### src/rtl/ssd_count_ctrl.sv
// Start/pause/clear/load sequencer producing the 4-bit count shown on the HEX decoders.
// Steps 0..MAX_STATE up or down every DIV clocks, with wrap-around.
module ssd_count_ctrl #(
  parameter int unsigned DIV       = 50_000_000,
  parameter int unsigned MAX_STATE = 10
) (
  input  logic       clk,
  input  logic       rst_n,
  input  logic       key_n,
  input  logic       clr,
  input  logic       load,
  input  logic [3:0] load_val,
  input  logic       up_dn,
  output logic [3:0] cnt,
  output logic       step,
  output logic       wrap,
  output logic       running
);

  localparam int unsigned PW = (DIV > 2) ? $clog2(DIV) : 1;
  localparam logic [PW-1:0] PSC_LAST = PW'(DIV - 1);
  localparam logic [3:0]    CNT_MAX  = 4'(MAX_STATE);

  localparam logic [1:0] IDLE   = 2'd0;
  localparam logic [1:0] RUN    = 2'd1;
  localparam logic [1:0] PAUSED = 2'd2;

  logic          key_s1, key_s2, key_s3;
  logic [1:0]    vld;
  logic          armed;
  logic          press_p;

  logic [1:0]    fsm, fsm_d;
  logic [PW-1:0] psc, psc_d;
  logic [3:0]    cnt_d;
  logic          step_d, wrap_d, running_d;

  // Button synchroniser; armed blocks a press that was already held across reset release.
  always_ff @(posedge clk or negedge rst_n) begin
    if (!rst_n) begin
      key_s1 <= 1'b1;
      key_s2 <= 1'b1;
      key_s3 <= 1'b1;
      vld    <= 2'b00;
      armed  <= 1'b0;
    end else begin
      key_s1 <= key_n;
      key_s2 <= key_s1;
      key_s3 <= key_s2;
      vld    <= {vld[0], 1'b1};
      armed  <= armed | (vld[1] & key_s2);
    end
  end

  assign press_p = armed & key_s3 & ~key_s2;

  // Next-state: clr > load (outside RUN) > stepping/press handling.
  always_comb begin
    fsm_d  = fsm;
    psc_d  = psc;
    cnt_d  = cnt;
    step_d = 1'b0;
    wrap_d = 1'b0;
    if (clr) begin
      fsm_d = IDLE;
      cnt_d = 4'd0;
      psc_d = '0;
    end else if (load && (fsm != RUN)) begin
      cnt_d = (load_val > CNT_MAX) ? CNT_MAX : load_val;
      psc_d = '0;
    end else begin
      case (fsm)
        IDLE: begin
          if (press_p) begin
            fsm_d = RUN;
            psc_d = '0;
          end
        end
        RUN: begin
          if (psc == PSC_LAST) begin
            psc_d  = '0;
            step_d = 1'b1;
            if (up_dn) begin
              wrap_d = (cnt == CNT_MAX);
              cnt_d  = (cnt == CNT_MAX) ? 4'd0 : cnt + 4'd1;
            end else begin
              wrap_d = (cnt == 4'd0);
              cnt_d  = (cnt == 4'd0) ? CNT_MAX : cnt - 4'd1;
            end
          end else if (!press_p) begin
            psc_d = psc + PW'(1);
          end
          if (press_p) fsm_d = PAUSED;
        end
        PAUSED: begin
          if (press_p) fsm_d = RUN;
        end
        default: fsm_d = IDLE;
      endcase
    end
    running_d = (fsm_d == RUN);
  end

  always_ff @(posedge clk or negedge rst_n) begin
    if (!rst_n) begin
      fsm     <= IDLE;
      psc     <= '0;
      cnt     <= 4'd0;
      step    <= 1'b0;
      wrap    <= 1'b0;
      running <= 1'b0;
    end else begin
      fsm     <= fsm_d;
      psc     <= psc_d;
      cnt     <= cnt_d;
      step    <= step_d;
      wrap    <= wrap_d;
      running <= running_d;
    end
  end

endmodule

### config.mk
export PLATFORM = sky130hd
export DESIGN_NAME = ssd_count_ctrl
export DESIGN_NICKNAME = d
export VERILOG_FILES = /design/src/rtl/ssd_count_ctrl.sv
export SDC_FILE = /design/constraint.sdc
export NUM_CORES = 1
export LEC_CHECK = 0
export ABC_AREA = 1
export BUFFER_PORTS_ARGS = -buffer_cell sky130_fd_sc_hd__clkbuf_2
export CAP_MARGIN = 25
export CORE_MARGIN = 2
export CORE_UTILIZATION = 60
export DETAILED_ROUTE_END_ITERATION = 7
export GPL_TIMING_DRIVEN = 0
export PLACE_DENSITY = 0.78
export SYNTH_ARGS = -nofsm -noshare
export SYNTH_HDL_FRONTEND = slang
export SYNTH_SLANG_ARGS = --single-unit
### constraint.sdc
create_clock -name clk -period 5 [get_ports clk]
set_clock_uncertainty 0.05 [all_clocks]
set_input_delay 0.5 -clock clk [delete_from_list [all_inputs] [get_ports clk]]
set_output_delay 0.5 -clock clk [all_outputs]
set_load 0.05 [all_outputs]
==> results of run 1 <==
-- per-stage QoR --
| step | hold WS, ps | setup WS, ps |
|---|---|---|
| finish | 119 | 3100 |
| global route | 160 | 2930 |
| CTS | 220 | 3110 |
| detailed placement | 287 | 3130 |
| global placement | 283 | 3150 |
| floorplan | 154 | 3210 |
-- cell families (layout without fill, tap and decap cells) --
logic type | Yosys count | in the layout | synth area share [%]
buffers and inverters | 59 | 84 | 8.67
adders and majority gates | 5 | 5 | 2.15
and+or+nand+nor | 292 | 292 | 45.3
xor gates and xnor gates | 7 | 7 | 2.10
AOI/OAI and AO/OA | 30 | 30 | 6.35
DFF | 41 | 41 | 35.3
other | 1 | 1 | 0.129
-- power by group through the flow --
stage                     combinational (uW)  sequential (uW)  clock, uW
final                                    115              348        286
after global routing                     127              350        305
after CTS                                112              348        291
after detailed placement                 112              355          0
after global placement                   109              354          0
after floorplan                         63.4              368          0
-- state kept, by name, summed over array words and instances (netlist names) --
signal	count
psc	26
key_s1	1
step	1
fsm	2
armed	1
vld	2
wrap	1
running	1
key_s2	1
cnt	4
key_s3	1
-- cells in the final DEF, fill, tap and decap left out, types with 2 or more instances in the layout --
master,n
nor2_1,65
clkbuf_2,16
o21ai_2,5
a21o_1,2
dfstp_2,3
clkbuf_1,2
inv_2,3
inv_1,43
nor2_2,3
ha_1,5
buf_6,3
a21oi_1,4
nand4_1,6
clkbuf_8,6
nand2_1,119
o21ai_0,12
nor2_4,4
xor2_1,6
nand3_1,69
o21ai_1,3
nor3_1,5
nor4_1,2
nand2_2,12
dfrtp_1,38
buf_2,7
-- Yosys cell counts (all sizes together) (2+ instances only) --
| cell type | number | area share, % |
|---|---|---|
| nand2 | 133 | 19 |
| nor2 | 72 | 11 |
| nand3 | 70 | 12 |
| inv | 46 | 5.9 |
| dfrtp | 38 | 33 |
| o21ai | 20 | 4.1 |
| buf | 10 | 2.4 |
| nand4 | 6 | 1.3 |
| xor2 | 6 | 1.8 |
| ha | 5 | 2.1 |
| nor3 | 5 | 0.86 |
| a21oi | 4 | 0.69 |
| dfstp | 3 | 2.7 |
| a21o | 2 | 0.52 |
| clkbuf | 2 | 0.26 |
| nor4 | 2 | 0.43 |
-- layer usage --
layer | share of wire (%) | routed length [um] | vias up
met5 | 0 | 0 | -
met4 | 1.6 | 112 | 0
met3 | 5.8 | 410 | 14
met2 | 45 | 3220 | 93
met1 | 47 | 3360 | 1321
li1 | - | - | 1432
-- path summary, 6_finish.rpt --
kind	slack, ps	endpoint	from	cells after the start
worst max-delay path	3100	psc[3]	psc[1]	10
worst min-delay path	120	vld[0]	rst_n	1
worst max register to register	3100	psc[3]	psc[1]	10
worst min register to register	310	vld[1]	vld[0]	0
max in group asynchronous	4210	key_s3	rst_n	2
min in group clk	230	key_s1	key_n	1
-- area by class of cell --
type | count | area, um2
plain buffers | 12 | 76.3
clock buffers | 6 | 82.6
clock inverters | 2 | 37.5
fillers | 415 | 1480
inverters | 47 | 176
multi-input cells | 335 | 1630
flip-flops and latches | 41 | 1030
well taps | 54 | 67.6
repair buffers | 17 | 108
-- worst max-delay path: stages (launching register included) --
cell     delay, ps
dfrtp_1        390
ha_1           180
nand2_1        110
inv_2           80
nand2_1        130
nor2_4         150
nand3_2        140
nand2_1        180
inv_1          190
nand3_1        140
nand2_1         60
==> results_dict.tcl, run 1 <==
set metrics [dict create \
    numCtsBuffers 5 \
    cts_setup_buffers 0 \
    ant_nets 0 \
    final_cells 514 \
    path_class "reg -> reg" \
    rows 25 \
    cts_resized 0 \
    dieWidth_um 73.7 \
    grtUsageMet1_pct 41.1 \
    wl_per_cell_um 13.8 \
    grt_setup_unrepaired "no" \
    antenna_found_initial 0 \
    synth-edff-count 0 \
    status "finished clean" \
    fin_crit_ps 1900 \
    p_sw_uw 213 \
    maxCapViolCount 0 \
    power.density_nw_per_um2 233 \
    design_area_um2 3210 \
    htreeDepth 2 \
    final.period_utilization_pct 38.0 \
    use_met2_pct 44.5 \
    numClockSinks 41 \
    crit_fanout 7 \
    routed_wl_mm 7.10 \
    final_net_count 474 \
    dpl_cell_area_um2 3060 \
    die_area_um2 5430 \
    path_clk_slew_ps 80 \
    pin_count 17 \
    synthArstFlopShare_pct 100 \
    peakVddDrop_mv 0.186 \
    synth_area_um2 2910 \
    required_ps 5140 \
    die_h_um 73.7 \
    cts_tree "built" \
    grt_max_degree 42 \
    gp_congestion 0.941 \
    hold_viol_final 0 \
    finalSetupViolCount 0 \
    grt_overflow_total 0 \
    dp.cells 505 \
    synth_warnings 0 \
    synthToLayoutAreaGrowth_pct 10.1 \
    drt_pre_antenna_iters 6 \
    clk-insertion-delay-late_ps 300 \
    initial_utilization_pct 62.1 \
    grt_busiest_layer "met2" \
    grt.total_usage_pct 28.5 \
    synth_seq_area_share_pct 35.3 \
    arrival_ps 2040 \
    power.total_uw 749 \
    min_path_type "in -> async" \
    remaining_drc_errors 0 \
    synth_cell_types 37 \
    switching_share_pct 28.5 \
    leakage_uw 0.00148 \
    grt_pass1_wl_mm 12.0 \
    viasPerCell 5.56 \
    drive_above_1_share_pct 15.0 \
    clockPowerShare_pct 38.2 \
    synth_nets 450 \
    tns_ps 0 \
    hold_buffers 0 \
    startpoint_type "register" \
    max_slew.worst_pin.slew_ps 546 \
    end_kind "register" \
    clockBufferDepth 2 \
    syn_inst 435 \
    pwr-share-seq_pct 46.5 \
    coreArea_um2 4690 \
    dp_hpwl_mm 5.37 \
    syn_avg_cell_area_um2 6.70 \
    first_global_vias 2617 \
    met3_usage_pct 4.80 \
    dr_total_vias 2860 \
    pwr-share-comb_pct 15.4 \
    ys_dominant_reg_cell "dfrtp_1" \
    drt-initial-drc-count 253 \
    max_freq_mhz 526 \
    slew_viol_final 0 \
    clock-root-buffer "clkbuf_8" \
    relSlewSlack_pct 63.6 \
    antenna_cells 0 \
    p_int_uw 536 \
    synth-seq-cells 41 \
    portBuffers 16 \
    final_core_util_pct 68.4 \
]
(Power assumes the default switching activity.)
==> run 2: changes to the inputs <==
==> constraint.sdc (replaced) <==
create_clock -name clk -period 1.8 [get_ports clk]
set_clock_uncertainty 0.05 [all_clocks]
set_input_delay 0.18 -clock clk [delete_from_list [all_inputs] [get_ports clk]]
set_output_delay 0.18 -clock clk [all_outputs]
set_load 0.05 [all_outputs]
==> results_dict.tcl, run 2 (synthesis results as in run 1) <==
set metrics [dict create \
    wl_per_cell_um 15.0 \
    hold_depth 4 \
    end_kind "register" \
    largest_reg_flops 26 \
    peakVddDrop_mv 0.418 \
    routed_wl_mm 7.96 \
    slew_viol_final 0 \
    drive_above_1_share_pct 21.5 \
    path_clk_slew_ps 90 \
    startpoint_type "register" \
    required_ps 1990 \
    coreArea_um2 4690 \
    cp_common_cell "nand2_4" \
    die_area_um2 5430 \
    final_common_cell "nand2_1" \
    crit_chain "nand2_2 -> nor2_4 -> nand2_4 -> nor2_4 -> nand3_4 -> nand2_4 -> nand2_4 -> nand2_8 -> buf_8 -> nand3_1 -> nand2_1" \
    path_delay_family "simple AND/OR/NAND/NOR gates" \
    reg2reg_slack_ps -20 \
    r2r_start "psc[3]" \
    maxCapViolCount 0 \
    pin_count 17 \
    ant_nets 0 \
    relSlewSlack_pct 63.1 \
    numCtsBuffers 5 \
    fin_crit_ps 1820 \
    final_net_count 489 \
    clk-insertion-delay-late_ps 310 \
    arrival_ps 2010 \
    rows 25 \
    min_path_type "in -> reg" \
    final_cells 529 \
    first_global_vias 2634 \
    antenna_cells 0 \
    dr_total_vias 3013 \
    status "finished with violations" \
    dp.cells 505 \
    biggestRegsByFlops "psc (26), cnt (4)" \
    grt_pass1_wl_mm 12.1 \
    final_cell_mix "nand2_1 (116), nand3_1 (69), nor2_1 (57)" \
    tns_ps -16.7 \
    htreeDepth 2 \
    grt_max_degree 42 \
    synthToLayoutAreaGrowth_pct 19.3 \
    clock-root-buffer "clkbuf_8" \
    power.total_uw 2130 \
    clockBufferDepth 2 \
    portBuffers 16 \
    leakage_uw 0.00160 \
    grt_overflow_total 0 \
    cts_tree "built" \
    remaining_drc_errors 0 \
    r2r-end "psc[2]" \
    cp.depth 11 \
    viasPerCell 5.70 \
    max_slew.worst_pin.slew_ps 554 \
    die_h_um 73.7 \
    drt_pre_antenna_iters 5 \
    grt_setup_unrepaired "yes" \
    setup_slack_ps -16.7 \
    hold_viol_final 0 \
    finalSetupViolCount 1 \
    path_class "reg -> reg" \
    max_stage_delay_ps 430 \
    worstSetupEndpoint "psc[2]" \
    dp_hpwl_mm 5.37 \
    final.period_utilization_pct 101 \
    grt.total_usage_pct 28.9 \
    final_core_util_pct 74.1 \
    violations "setup timing" \
    initial_utilization_pct 62.1 \
    antenna_found_initial 0 \
    dieWidth_um 73.7 \
    gp_congestion 0.941 \
    numClockSinks 41 \
    crit_buf_inv 1 \
    largest_register "psc" \
    drt-initial-drc-count 232 \
    max_freq_mhz 550 \
    power.density_nw_per_um2 613 \
    holdWs_ps 200 \
    crit_fanout 6 \
    startpoint "psc[3]" \
    cpMaxStageDelayCell "dfrtp_1" \
    reg2reg_depth 11 \
]
[run 2: worst min-delay path by stage]
stage	from	end	slack [ps]
after floorplan	rst_n	armed	-170
after global placement	key_n	key_s1	220
after detailed placement	key_n	key_s1	220
after CTS	rst_n	vld[0]	30
after global routing	clr	psc[4]	200
final	clr	psc[4]	200
[run 2: cell type report]
cell class	count	area, um2
well taps	54	67.6
clock buffers	6	82.6
repair buffers	32	255
plain buffers	12	91.3
clock inverters	2	37.5
inverters	47	179
multi-input cells	335	1730
fillers	370	1220
flip-flops and latches	41	1040
[run 2: per-stage QoR]
step	instance area [um2]	setup slack, ps
2_1_floorplan	2910	7.03
5_1_grt	3480	-74.8
3_5_place_dp	3060	-66.4
6_report	3480	-16.7
3_3_place_gp	3060	-49.6
4_1_cts	3230	21.4
[run 2: per-layer routing]
layer,wire length [um],global-route usage (%),up-vias
met5,0,0,-
met4,133,7.68,0
met3,632,5.35,17
met2,3790,44.5,146
met1,3400,41.4,1382
li1,-,-,1468
[run 2: worst min-delay path, stage by stage]
cell	delay [ps]
clkbuf_2	150
nor4_1	70
nand2_1	50
o21ai_1	60
[run 2: power breakdown]
| group | switching, uW | internal, uW |
|---|---|---|
| registers | 25.7 | 944 |
| clock network | 357 | 452 |
| logic | 237 | 116 |
[run 2: repair_timing]
item	CTS	global route
hold endpoints to repair	1	17
pin swaps	0	7
hold buffers	1	1
cloned	0	1
buffers inserted	2	10
setup endpoints to repair	29	30
resized for setup	5	32
